**src/rtl/aes_round_ctrl_pkg.sv**
```systemverilog
// aes_round_ctrl_pkg: shared FSM state, source-select encoding and round count for the AES decryption sequencer
package aes_pkg;
  localparam int AES_NUM_ROUNDS = 10;
  typedef enum logic [2:0] {IDLE, KEYEXP, ARK0, ISR, ISB, ARK, IMC, DONE} aes_ctrl_state_t;
  typedef enum logic [2:0] {SEL_MSG = 3'd0, SEL_ARK = 3'd1, SEL_ISR = 3'd2, SEL_ISB = 3'd3, SEL_IMC = 3'd4} aes_sel_t;
endpackage

```
**src/rtl/aes_round_ctrl_if.sv**
```systemverilog
// aes_round_ctrl_if: START/DONE handshake plus datapath strobes and selects of the round sequencer
interface aes_round_ctrl_if;
  import aes_pkg::*;
  logic AES_START;
  logic AES_DONE;
  logic busy;
  logic key_ld;
  logic state_ld;
  aes_sel_t state_sel;
  logic [3:0] round_idx;
  logic [1:0] col_sel;
  logic out_ld;
  modport master (input AES_START, output AES_DONE, busy, key_ld, state_ld, state_sel, round_idx, col_sel, out_ld);
  modport slave (output AES_START, input AES_DONE, busy, key_ld, state_ld, state_sel, round_idx, col_sel, out_ld);
endinterface

```
**src/rtl/aes_round_ctrl_wait_cnt.sv**
```systemverilog
// aes_wait_cnt: loadable down-counter saturating at zero, with a zero flag
module aes_wait_cnt #(
  parameter int W = 8
) (
  input  logic         CLK,
  input  logic         RESET,
  input  logic         ld,
  input  logic [W-1:0] val,
  output logic [W-1:0] cnt,
  output logic         zero
);
  assign zero = cnt == '0;
  always_ff @(posedge CLK or posedge RESET)
    if (RESET) cnt <= '0;
    else cnt <= ld ? val : zero ? cnt : cnt - W'(1);
endmodule

```
**src/rtl/aes_round_ctrl.sv**
```systemverilog
// aes_round_ctrl: Moore sequencer for the AES-128 decryption datapath (START/DONE handshake, round walk).
// Define AES_CTRL_ABORT_EN to let AES_START falling while busy abort the operation.
module aes_round_ctrl
  import aes_pkg::*;
#(
  parameter int NUM_ROUNDS    = AES_NUM_ROUNDS,
  parameter int KEYEXP_CYCLES = 10,
  parameter int SUBBYTES_LAT  = 2
) (
  input logic CLK,
  input logic RESET,
  aes_round_ctrl_if.master bus
);
  localparam int W = 8;
`ifdef AES_CTRL_ABORT_EN
  localparam bit ABORT_EN = 1'b1;
`else
  localparam bit ABORT_EN = 1'b0;
`endif
  aes_ctrl_state_t state_q, state_d;
  logic [3:0] rnd_q, rnd_d;
  logic [1:0] col_q, col_d;
  logic wld, wzero;
  logic [W-1:0] wval, wcnt;
  aes_wait_cnt #(.W(W)) u_wait (
    .CLK  (CLK),
    .RESET(RESET),
    .ld   (wld),
    .val  (wval),
    .cnt  (wcnt),
    .zero (wzero)
  );
  always_ff @(posedge CLK or posedge RESET)
    if (RESET) begin
      state_q <= IDLE;
      rnd_q   <= '0;
      col_q   <= '0;
    end else begin
      state_q <= state_d;
      rnd_q   <= rnd_d;
      col_q   <= col_d;
    end
  assign bus.busy      = state_q != IDLE && state_q != DONE;
  assign bus.AES_DONE  = state_q == DONE;
  assign bus.round_idx = rnd_q;
  assign bus.col_sel   = state_q == IMC ? col_q : 2'd0;
  assign bus.key_ld    = state_q == KEYEXP && wcnt == W'(KEYEXP_CYCLES - 1);
  always_comb begin
    state_d       = state_q;
    rnd_d         = rnd_q;
    col_d         = col_q;
    wld           = 1'b0;
    wval          = '0;
    bus.state_ld  = 1'b0;
    bus.state_sel = SEL_MSG;
    bus.out_ld    = 1'b0;
    case (state_q)
      IDLE: if (bus.AES_START) begin
        state_d = KEYEXP;
        rnd_d   = 4'(NUM_ROUNDS);
        wld     = 1'b1;
        wval    = W'(KEYEXP_CYCLES - 1);
      end
      KEYEXP: if (wzero) begin
        bus.state_ld = 1'b1;
        state_d      = ARK0;
      end
      ARK0: begin
        bus.state_ld  = 1'b1;
        bus.state_sel = SEL_ARK;
        rnd_d         = rnd_q - 4'd1;
        state_d       = ISR;
      end
      ISR: begin
        bus.state_ld  = 1'b1;
        bus.state_sel = SEL_ISR;
        wld           = 1'b1;
        wval          = W'(SUBBYTES_LAT - 1);
        state_d       = ISB;
      end
      ISB: if (wzero) begin
        bus.state_ld  = 1'b1;
        bus.state_sel = SEL_ISB;
        state_d       = ARK;
      end
      ARK: begin
        bus.state_ld  = 1'b1;
        bus.state_sel = SEL_ARK;
        bus.out_ld    = rnd_q == 4'd0;
        state_d       = rnd_q == 4'd0 ? DONE : IMC;
        col_d         = 2'd0;
      end
      IMC: begin
        bus.state_ld  = 1'b1;
        bus.state_sel = SEL_IMC;
        col_d         = col_q + 2'd1;
        rnd_d         = col_q == 2'd3 ? rnd_q - 4'd1 : rnd_q;
        state_d       = col_q == 2'd3 ? ISR : IMC;
      end
      DONE: if (!bus.AES_START) state_d = IDLE;
      default: state_d = IDLE;
    endcase
    // an abort must never let a partial result reach the output register
    if (ABORT_EN && bus.busy && !bus.AES_START) begin
      state_d    = IDLE;
      bus.out_ld = 1'b0;
    end
  end
endmodule

```
**src/flat_wrapper.sv**
```systemverilog
// flat-port wrapper written by rule: the top's interface ports become plain ports
module aes_round_ctrl_flat import aes_pkg::*;
#(
  parameter int NUM_ROUNDS    = AES_NUM_ROUNDS,
  parameter int KEYEXP_CYCLES = 10,
  parameter int SUBBYTES_LAT  = 2
)
  (CLK, RESET, bus_AES_START, bus_AES_DONE, bus_busy, bus_key_ld, bus_state_ld, bus_state_sel, bus_round_idx, bus_col_sel, bus_out_ld);
  aes_round_ctrl_if bus_i ();
  input logic CLK;
  input logic RESET;
  input wire logic [$bits(bus_i.AES_START)-1:0] bus_AES_START;
  output wire logic [$bits(bus_i.AES_DONE)-1:0] bus_AES_DONE;
  output wire logic [$bits(bus_i.busy)-1:0] bus_busy;
  output wire logic [$bits(bus_i.key_ld)-1:0] bus_key_ld;
  output wire logic [$bits(bus_i.state_ld)-1:0] bus_state_ld;
  output wire logic [$bits(bus_i.state_sel)-1:0] bus_state_sel;
  output wire logic [$bits(bus_i.round_idx)-1:0] bus_round_idx;
  output wire logic [$bits(bus_i.col_sel)-1:0] bus_col_sel;
  output wire logic [$bits(bus_i.out_ld)-1:0] bus_out_ld;
  assign bus_i.AES_START = bus_AES_START;
  assign bus_AES_DONE = bus_i.AES_DONE;
  assign bus_busy = bus_i.busy;
  assign bus_key_ld = bus_i.key_ld;
  assign bus_state_ld = bus_i.state_ld;
  assign bus_state_sel = bus_i.state_sel;
  assign bus_round_idx = bus_i.round_idx;
  assign bus_col_sel = bus_i.col_sel;
  assign bus_out_ld = bus_i.out_ld;
  aes_round_ctrl #(.NUM_ROUNDS(NUM_ROUNDS), .KEYEXP_CYCLES(KEYEXP_CYCLES), .SUBBYTES_LAT(SUBBYTES_LAT)) u_core (.CLK(CLK), .RESET(RESET), .bus(bus_i));
endmodule
```
**config.mk**
```make
export PLATFORM = sky130hd
export DESIGN_NAME = aes_round_ctrl_flat
export DESIGN_NICKNAME = d
export VERILOG_FILES = /design/src/rtl/aes_round_ctrl_pkg.sv /design/src/rtl/aes_round_ctrl_if.sv /design/src/rtl/aes_round_ctrl_wait_cnt.sv /design/src/rtl/aes_round_ctrl.sv /design/src/flat_wrapper.sv
export SDC_FILE = /design/constraint.sdc
export NUM_CORES = 1
export LEC_CHECK = 0
export CAP_MARGIN = 25
export CORE_MARGIN = 4
export CORE_UTILIZATION = 53
export DETAILED_ROUTE_END_ITERATION = 8
export PLACE_DENSITY = 0.78
export SETUP_SLACK_MARGIN = 0.4
export SLEW_MARGIN = 20
export SYNTH_ARGS = -nofsm -noshare
export SYNTH_HDL_FRONTEND = slang
export SYNTH_SLANG_ARGS = --single-unit
```
**constraint.sdc**
```tcl
create_clock -name CLK -period 2.1 [get_ports CLK]
set_input_delay 0.315 -clock CLK [delete_from_list [all_inputs] [get_ports CLK]]
set_output_delay 0.315 -clock CLK [all_outputs]
set_load 0.03 [all_outputs]
```
==> results of run 1 <==
## repair_timing
item / in CTS
resized for setup: 89
pin swaps: 13
setup endpoints to repair: 21
gates cloned: 1
buffers inserted: 22
## metrics by stage
step                TNS [ns]  instance area (sq um)  hold slack, ns  instances
detailed placement         0                   1410           0.510        171
global placement           0                   1410           0.500        171
CTS                  -0.0213                   1820           0.412        198
floorplan                  0                   1220           0.241        128
## cell families after synthesis
family                     after synthesis  share of synthesized area
and+or+nand+nor                         45                      0.221
AOI/OAI and AO/OA                       34                      0.192
DFF                                     17                      0.370
buffers and inverters                   15                     0.0533
adders and majority gates                9                     0.0978
xor gates and xnor gates                 5                     0.0381
muxes                                    3                     0.0283
## cells in the mapped netlist (3+ instances only)
master / count / area share
dfrtp_1: 17 / 0.37
nor2_1: 14 / 0.046
a21oi_1: 10 / 0.043
ha_1: 9 / 0.098
inv_1: 9 / 0.029
o21ai_0: 9 / 0.039
nand2_1: 7 / 0.023
buf_2: 4 / 0.017
nor2b_1: 4 / 0.022
nor3_1: 4 / 0.017
xnor2_1: 3 / 0.023
==> out/metrics.csv, run 1 <==
stage,metric,value,unit
place,detailed placer's ending HPWL,1980,um
yosys,library cells used by synthesis,43,
floorplan,Die X,54.6,um
floorplan,io pins,17,
clock_network,CTS buffer count,3,
yosys,YS warnings,0,
clock_network,clk buf depth,2,
place,worst slack at placement,0.145,ns
floorplan,Die Y,54.6,um
timing,GRT repair_timing worst endpoint,bus_state_sel[0],
yosys,Post-synth EDFFs,0,
timing,Worst EP Category,output port,
yosys,Post-Syn Instances,128,
place,Port Buffers,16,
yosys,"Net Count, Synth",140,
clock_network,CTS sink cnt,17,
clock_network,CTS H-Tree Depth,1,
yosys,Post-Syn Area per Cell,8.99,sq um
clock_network,Hold Buf Count CTS,0,
run_status,outcome,stopped before the end,
yosys,async set-reset flop share out of synthesis,1.00,
floorplan,Rows,16,
grt,pin count of the biggest net entering global routing,18,
floorplan,Starting Density,0.569,
yosys,Yosys reg bits,17,
run_status,Error,"[ERROR DPL-0038] Utilization greater than 100%, impossible to legalize",
place,final RePlAce weighted congestion,0.776,
clock_network,Clock Tree Root,clkbuf_4,
yosys,predominant post-synthesis flop cell,dfrtp_1,
yosys,"Cell Area, Synth",1150,sq um
yosys,"Seq/Total Area, Yosys",0.370,
run_status,Exit stage,global routing (5_1_grt),
==> run 2, diff against run 1 <==
- CORE_AREA: unset -> 4 4 65 67
- CORE_MARGIN: 4 -> unset
- CORE_UTILIZATION: 53 -> unset
- DIE_AREA: unset -> 0 0 69 71
- PLACE_DENSITY: 0.78 -> unset
- PLACE_DENSITY_LB_ADDON: unset -> 0.15
- SETUP_SLACK_MARGIN: 0.4 -> unset
==> out/metrics.csv, run 2 <==
stage,metric,value,unit,change
timing,final period utilization,0.982,,
grt,pin count of the biggest net entering global routing,18,,
grt,GRT busiest layer,met2,,
yosys,async set-reset flop share out of synthesis,1.00,,unchanged
clock_network,clock transition at the registers of the reported paths,0.07,ns,
finish,"Core Util, Final",0.424,,
yosys,Yosys reg bits,17,,unchanged
clock_network,CTS H-Tree Depth,1,,unchanged
drt,TritonRoute pass-1 iters,4,,
finish,Layout area overhead,33.7,%,
worst_setup_path,worst r2r dst,u_core.state_q[0],,
place,Port Buffers,16,,unchanged
worst_setup_path,Critical Path Stages,7,,
power_and_ir_drop,leakage,0.674,nW,
finish,share of cells above drive strength 1,0.280,,
power_and_ir_drop,maximum resistive drop on vdd,0.359,mV,
yosys,Synth top area share,0.370,,unchanged
drt,DRC Markers,0,,
timing,max-slew violation count,0,,
timing,endpoints failing hold,0,,
drt,total number of vias,1019,,
worst_setup_path,CP Max Fanout,3,,
grt,gr usage total,0.121,,
place,final RePlAce weighted congestion,0.745,,was 0.776
timing,fin crit period,2.06,ns,
drt,Routed Wire Length,2790,um,
worst_setup_path,"Cell Chain, Critical Path",inv_2 > ha_4 > or3b_4 > nor2_4 > a21oi_2 > a21oi_2 > buf_6,,
yosys,"Seq/Total Area, Yosys",0.370,,unchanged
place,dpl cell area,1410,sq um,about the same
timing,"Setup violations, final",0,,
grt,met1 global-route usage,0.144,,
floorplan,Die X,69,um,was 54.6 um
grt,GR Overflow Total,0,,
clock_network,CTS buffer count,3,,unchanged
finish,Multi-input gate area,718,sq um,
floorplan,Die Area,4900,sq um,
yosys,library cells used by synthesis,43,,unchanged
timing,Slew @ Worst Pin,0.737,ns,
yosys,Post-synth EDFFs,0,,unchanged
yosys,Post-Syn Instances,128,,unchanged
worst_setup_path,Worst EP required,1.78,ns,
worst_setup_path,"slowest stage delay, CP",0.39,ns,
finish,max reg flops,8,,
floorplan,Starting Density,0.317,,was 0.569
finish,most frequent cells in the layout,"buf_4, dfrtp_1, nor2_1",,
clock_network,clk_lat worst skew,0.25,ns,
yosys,predominant post-synthesis flop cell,dfrtp_1,,unchanged
clock_network,CTS tree,done,,
timing,Max Fclk,0.485,GHz,
timing,RSZ-0062 raised after global routing,true,,
timing,clock skew,0.00272,ns,
drt,routed len/inst,13.6,um,
run_status,outcome,finished clean,,was stopped before the end
yosys,"Cell Area, Synth",1150,sq um,unchanged
drt,initial drt markers,63,,
floorplan,Rows,22,,was 16
clock_network,CTS sink cnt,17,,unchanged
worst_setup_path,Worst Setup EP,bus_state_sel[0],,
grt,Global Route met3 Usage,0.0369,,
grt,M2 GR Usage,0.215,,
yosys,Post-Syn Area per Cell,8.99,sq um,unchanged
floorplan,core footprint,3630,sq um,
worst_setup_path,slowest cell on the critical path,dfrtp_1,,
finish,n_diodes,0,,
worst_setup_path,CP arrival,1.75,ns,
yosys,"Net Count, Synth",140,,unchanged
grt,antenna violations before repair,0,,
drt,vias per std cell,4.97,,
worst_hold_path,Hold Crit Class,in -> async,,
worst_setup_path,R2R depth,7,,
finish,Fillers,385,,
place,detailed placer's ending HPWL,2070,um,was 1980 um
worst_setup_path,Buf/Inv on CP,2,,
worst_setup_path,Top delay family on crit path,simple AND/OR/NAND/NOR gates,,
worst_setup_path,CP Class,reg -> out,,
clock_network,Hold Buf Count CTS,0,,unchanged
clock_network,clk buf depth,2,,unchanged
clock_network,Clock Tree Root,clkbuf_8,,was clkbuf_4
finish,Nets,170,,
floorplan,Die Y,71,um,was 54.6 um
worst_setup_path,worst reg2reg setup slack,0.32,ns,
grt,first-pass GRT wire length,4910,um,
grt,vias in the first global route,1063,,
floorplan,io pins,17,,unchanged
finish,fin area,1540,sq um,
yosys,synth top area cells,"dfrtp_1, ha_1, nor2_1",,unchanged
worst_setup_path,crit end category,output port,,
yosys,most numerous cell in the Yosys netlist,dfrtp_1,,unchanged
job,Max-Cap Viols,0,,
worst_setup_path,RR Startpoint,u_core.u_wait.cnt[1],,
drt,ANT nets after route,0,,
finish,register area,425,sq um,
yosys,synth cell count leaders,"dfrtp_1, nor2_1, a21oi_1",,unchanged
yosys,dominant cell type by area after synthesis,dfrtp_1,,unchanged
finish,"most common cell after layout, fill and taps aside",buf_4,,
worst_setup_path,startpoint types,register,,
power_and_ir_drop,PD cells,384,nW/um^2,
finish,Largest Register,u_core.u_wait.cnt,,
worst_setup_path,CP most frequent cell,a21oi_2,,
yosys,YS warnings,0,,unchanged
timing,Max-slew headroom,0.508,,
worst_setup_path,Worst Setup SP,u_core.u_wait.cnt[1],,
==> run 2: final cells by class <==
type / instances / share of cell area
multi-input combinational: 96 / 0.467
sequential: 17 / 0.276
timing repair buffer: 31 / 0.167
tap: 48 / 0.0390
clock buffer: 4 / 0.0293
inverter: 9 / 0.0220
==> run 2: cell families after synthesis <==
group	synth area share
xor+xnor	0.0381
fa+ha+maj	0.0978
simple gates	0.221
buf+inv	0.0533
compound gates	0.192
flops	0.370
mux	0.0283
==> run 2: metrics by stage <==
step | TNS, ns | total power [mW] | worst slack [ns] | hold WS (ns) | std cells
finish | 0 | 0.590 | 0.0382 | 0.488 | 205
global route | -0.0137 | 0.617 | -0.0137 | 0.552 | 205
CTS | 0 | 0.601 | 0.00150 | 0.506 | 203
detailed placement | 0 | 0.347 | 0.0235 | 0.518 | 196
global placement | 0 | 0.347 | 0.100 | 0.517 | 196
floorplan | 0 | 0.339 | 0.0693 | 0.241 | 128
==> run 2: worst register-to-register path: cells and delay by family (launching register included) <==
family          cells  cell delay, ns
compound gates      2            0.40
flops               1            0.39
simple gates        1            0.19
fa+ha+maj           1            0.13
mux                 1            0.37
buf+inv             2            0.19
==> run 2: routing by layer <==
metal | wire length (um) | vias up
met1 | 1300 | 494
met3 | 84 | 2
met2 | 1390 | 15
met5 | 0 | -
li1 | - | 508
met4 | 17 | 0
==> run 2: power breakdown <==
| group | internal, mW | switching (mW) | total (mW) | leakage, nW |
|---|---|---|---|---|
| registers | 0.327 | 0 | 0.327 | 0.207 |
| logic | 0.00384 | 0.00929 | 0.0131 | 0.444 |
| clock network | 0.135 | 0.115 | 0.250 | 0.0228 |
| total | 0.466 | 0.125 | 0.590 | 0.674 |
==> run 2: what timing repair did <==
item	4_1_cts	5_1_grt
hold endpoints to repair	0	0
setup endpoints to repair	6	5
resized for setup	13	5
buffers inserted	3	2
pin swaps	4	3
==> run 2: worst min path at each step <==
stage	startpoint	cells past startpoint	end	slack (ns)
floorplan	RESET	1	u_core.bus.round_idx[0]	0.24
global placement	u_core.col_q[1]	1	u_core.col_q[1]	0.52
detailed placement	u_core.col_q[1]	1	u_core.col_q[1]	0.52
CTS	RESET	2	u_core.bus.round_idx[1]	0.51
global route	RESET	2	u_core.bus.round_idx[1]	0.55
finish	RESET	2	u_core.u_wait.cnt[7]	0.49
(Power assumes the default switching activity.)
==> run 3, diff against run 2 <==
- SETUP_SLACK_MARGIN: unset -> 0.1
- SKIP_LAST_GASP: unset -> 1
==> out/metrics.csv, run 3 (same netlist as run 2, synthesis figures left out) <==
stage,metric,value,unit,change
timing,RSZ-0062 raised after global routing,true,,unchanged
finish,"most common cell after layout, fill and taps aside",buf_4,,unchanged
timing,setup TNS,0,ns,unchanged
finish,Nets,177,,was 170
drt,routed len/inst,13.3,um,was 13.6 um
clock_network,CTS sink cnt,17,,unchanged
worst_setup_path,"Cell Chain, Critical Path",or4_4 > nor2_4 > buf_6 > a31o_4 > buf_6,,was inv_2 > ha_4 > or3b_4 > nor2_4 > a21oi_2 > a21oi_2 > buf_6
drt,initial drt markers,77,,was 63
clock_network,CTS buffer count,3,,unchanged
finish,Largest Register,u_core.u_wait.cnt,,unchanged
timing,final period utilization,0.991,,was 0.982
place,detailed placer's ending HPWL,1910,um,was 2070 um
drt,met2 WL,1330,um,was 1390 um
worst_setup_path,slowest cell on the critical path,or4_4,,was dfrtp_1
worst_setup_path,worst reg2reg setup slack,0.24,ns,was 0.32 ns
worst_setup_path,R2R depth,6,,was 7
clock_network,clock transition at the registers of the reported paths,0.07,ns,about the same
worst_setup_path,CP most frequent cell,buf_6,,was a21oi_2
worst_setup_path,worst r2r dst,u_core.state_q[0],,unchanged
place,Port Buffers,16,,unchanged
power_and_ir_drop,maximum resistive drop on vdd,0.155,mV,was 0.359 mV
timing,Slew @ Worst Pin,0.436,ns,was 0.737 ns
timing,Max-slew headroom,0.707,,was 0.508
finish,share of cells above drive strength 1,0.335,,was 0.280
grt,antenna violations before repair,0,,unchanged
grt,gr usage total,0.112,,was 0.121
drt,total number of vias,1073,,"was 1,019"
finish,n_diodes,0,,unchanged
power_and_ir_drop,PD cells,360,nW/um^2,was 384 nW/um^2
drt,Routed Wire Length,2830,um,was 2790 um
timing,endpoints failing hold,0,,unchanged
power_and_ir_drop,Total Power,589,uW,was 590 uW
timing,"Setup violations, final",0,,unchanged
floorplan,Rows,22,,unchanged
drt,M1 WL,1380,um,was 1300 um
worst_setup_path,startpoint types,register,,unchanged
clock_network,CTS tree,done,,unchanged
worst_setup_path,CP arrival,1.77,ns,was 1.75 ns
worst_setup_path,RR Startpoint,u_core.u_wait.cnt[4],,was u_core.u_wait.cnt[1]
timing,max-slew violation count,0,,unchanged
floorplan,Die X,69,um,unchanged
grt,first-pass GRT wire length,4600,um,was 4910 um
floorplan,core footprint,3630,sq um,unchanged
clock_network,clk buf depth,2,,unchanged
drt,metal3 WL,93,um,was 84 um
finish,max reg flops,8,,unchanged
worst_hold_path,Hold Crit Class,in -> async,,unchanged
floorplan,Die Area,4900,sq um,unchanged
clock_network,CTS H-Tree Depth,1,,unchanged
worst_setup_path,Worst EP required,1.78,ns,about the same
place,dpl cell area,1410,sq um,about the same
clock_network,clk_lat worst skew,0.25,ns,about the same
drt,vias per std cell,5.06,,was 4.97
finish,Layout area overhead,42.3,%,was 33.7%
drt,DRC Markers,0,,unchanged
finish,most frequent cells in the layout,"buf_4, dfrtp_1, nor2_1",,unchanged
drt,ANT nets after route,0,,unchanged
worst_setup_path,CP Max Fanout,5,,was 3
clock_network,Clock Tree Root,clkbuf_8,,unchanged
job,Max-Cap Viols,0,,unchanged
run_status,outcome,finished clean,,unchanged
place,final RePlAce weighted congestion,0.765,,was 0.745
grt,vias in the first global route,1013,,"was 1,063"
floorplan,Die Y,71,um,unchanged
worst_setup_path,Worst Setup SP,u_core.u_wait.cnt[5],,was u_core.u_wait.cnt[1]
grt,GR Overflow Total,0,,unchanged
timing,clock skew,0.00501,ns,was 0.00272 ns
finish,fin area,1640,sq um,was 1540 sq um
timing,Max Fclk,0.480,GHz,was 0.485 GHz
drt,TritonRoute pass-1 iters,4,,unchanged
worst_setup_path,CP Class,reg -> out,,unchanged
drt,Top Layer Used,met4,,unchanged
grt,pin count of the biggest net entering global routing,18,,unchanged
floorplan,Starting Density,0.317,,unchanged
floorplan,io pins,17,,unchanged
timing,fin crit period,2.08,ns,was 2.06 ns
worst_setup_path,crit end category,output port,,unchanged
worst_setup_path,"slowest stage delay, CP",0.54,ns,was 0.39 ns
power_and_ir_drop,leakage,0.722,nW,was 0.674 nW
run 3: final cells by class:
| class | instances | area [sq um] |
|---|---|---|
| inverter | 9 | 33.8 |
| tap | 48 | 60.1 |
| sequential | 17 | 429 |
| timing repair buffer | 38 | 318 |
| fill | 356 | 2000 |
| clock buffer | 4 | 45.0 |
| multi-input combinational | 96 | 752 |
run 3: worst max-delay path by stage:
stage | slack [ns] | endpoint | cells past startpoint
floorplan | 0.13 | bus_state_sel[0] | 7
detailed placement | 0.15 | bus_state_sel[0] | 7
CTS | 0.02 | bus_state_sel[0] | 7
global route | -0.06 | bus_state_sel[0] | 7
global placement | 0.18 | bus_busy | 4
finish | 0.02 | bus_state_sel[1] | 5
run 3: timing repair:
item / 4_1_cts / 5_1_grt
resized for setup: 17 / 12
buffers inserted: 7 / 7
pin swaps: 4 / 7
endpoints found under the setup margin: 9 / 5
hold buffers: 0 / 0
run 3: per-layer routing:
layer,up-vias,track usage
li1,523,-
met1,529,0.148
met2,17,0.186
met3,4,0.0241
met4,0,0.0304
met5,-,0
run 3: worst max-delay path: cells and delay by family, from the launching register on:
kind | cells | cell delay (ns)
AO/OA/AOI/OAI | 1 | 0.14
buffers and inverters | 2 | 0.23
flip-flops | 1 | 0.45
AND/OR/NAND/NOR | 2 | 0.70
run 3: power by group:
part	internal (mW)	switching [mW]
Clock	0.134	0.114
Combinational	0.00510	0.00869
Sequential	0.327	0
Total	0.467	0.123
run 3: per-stage QoR:
| step | setup slack, ns | utilization | std cells | hold slack [ns] |
|---|---|---|---|---|
| floorplan | 0.129 | - | 128 | 0.241 |
| global placement | 0.184 | 0.388 | 194 | 0.504 |
| detailed placement | 0.151 | 0.388 | 194 | 0.511 |
| CTS | 0.0191 | 0.425 | 205 | 0.385 |
| global route | -0.0574 | 0.451 | 212 | 0.404 |
| finish | 0.0180 | 0.451 | 212 | 0.373 |
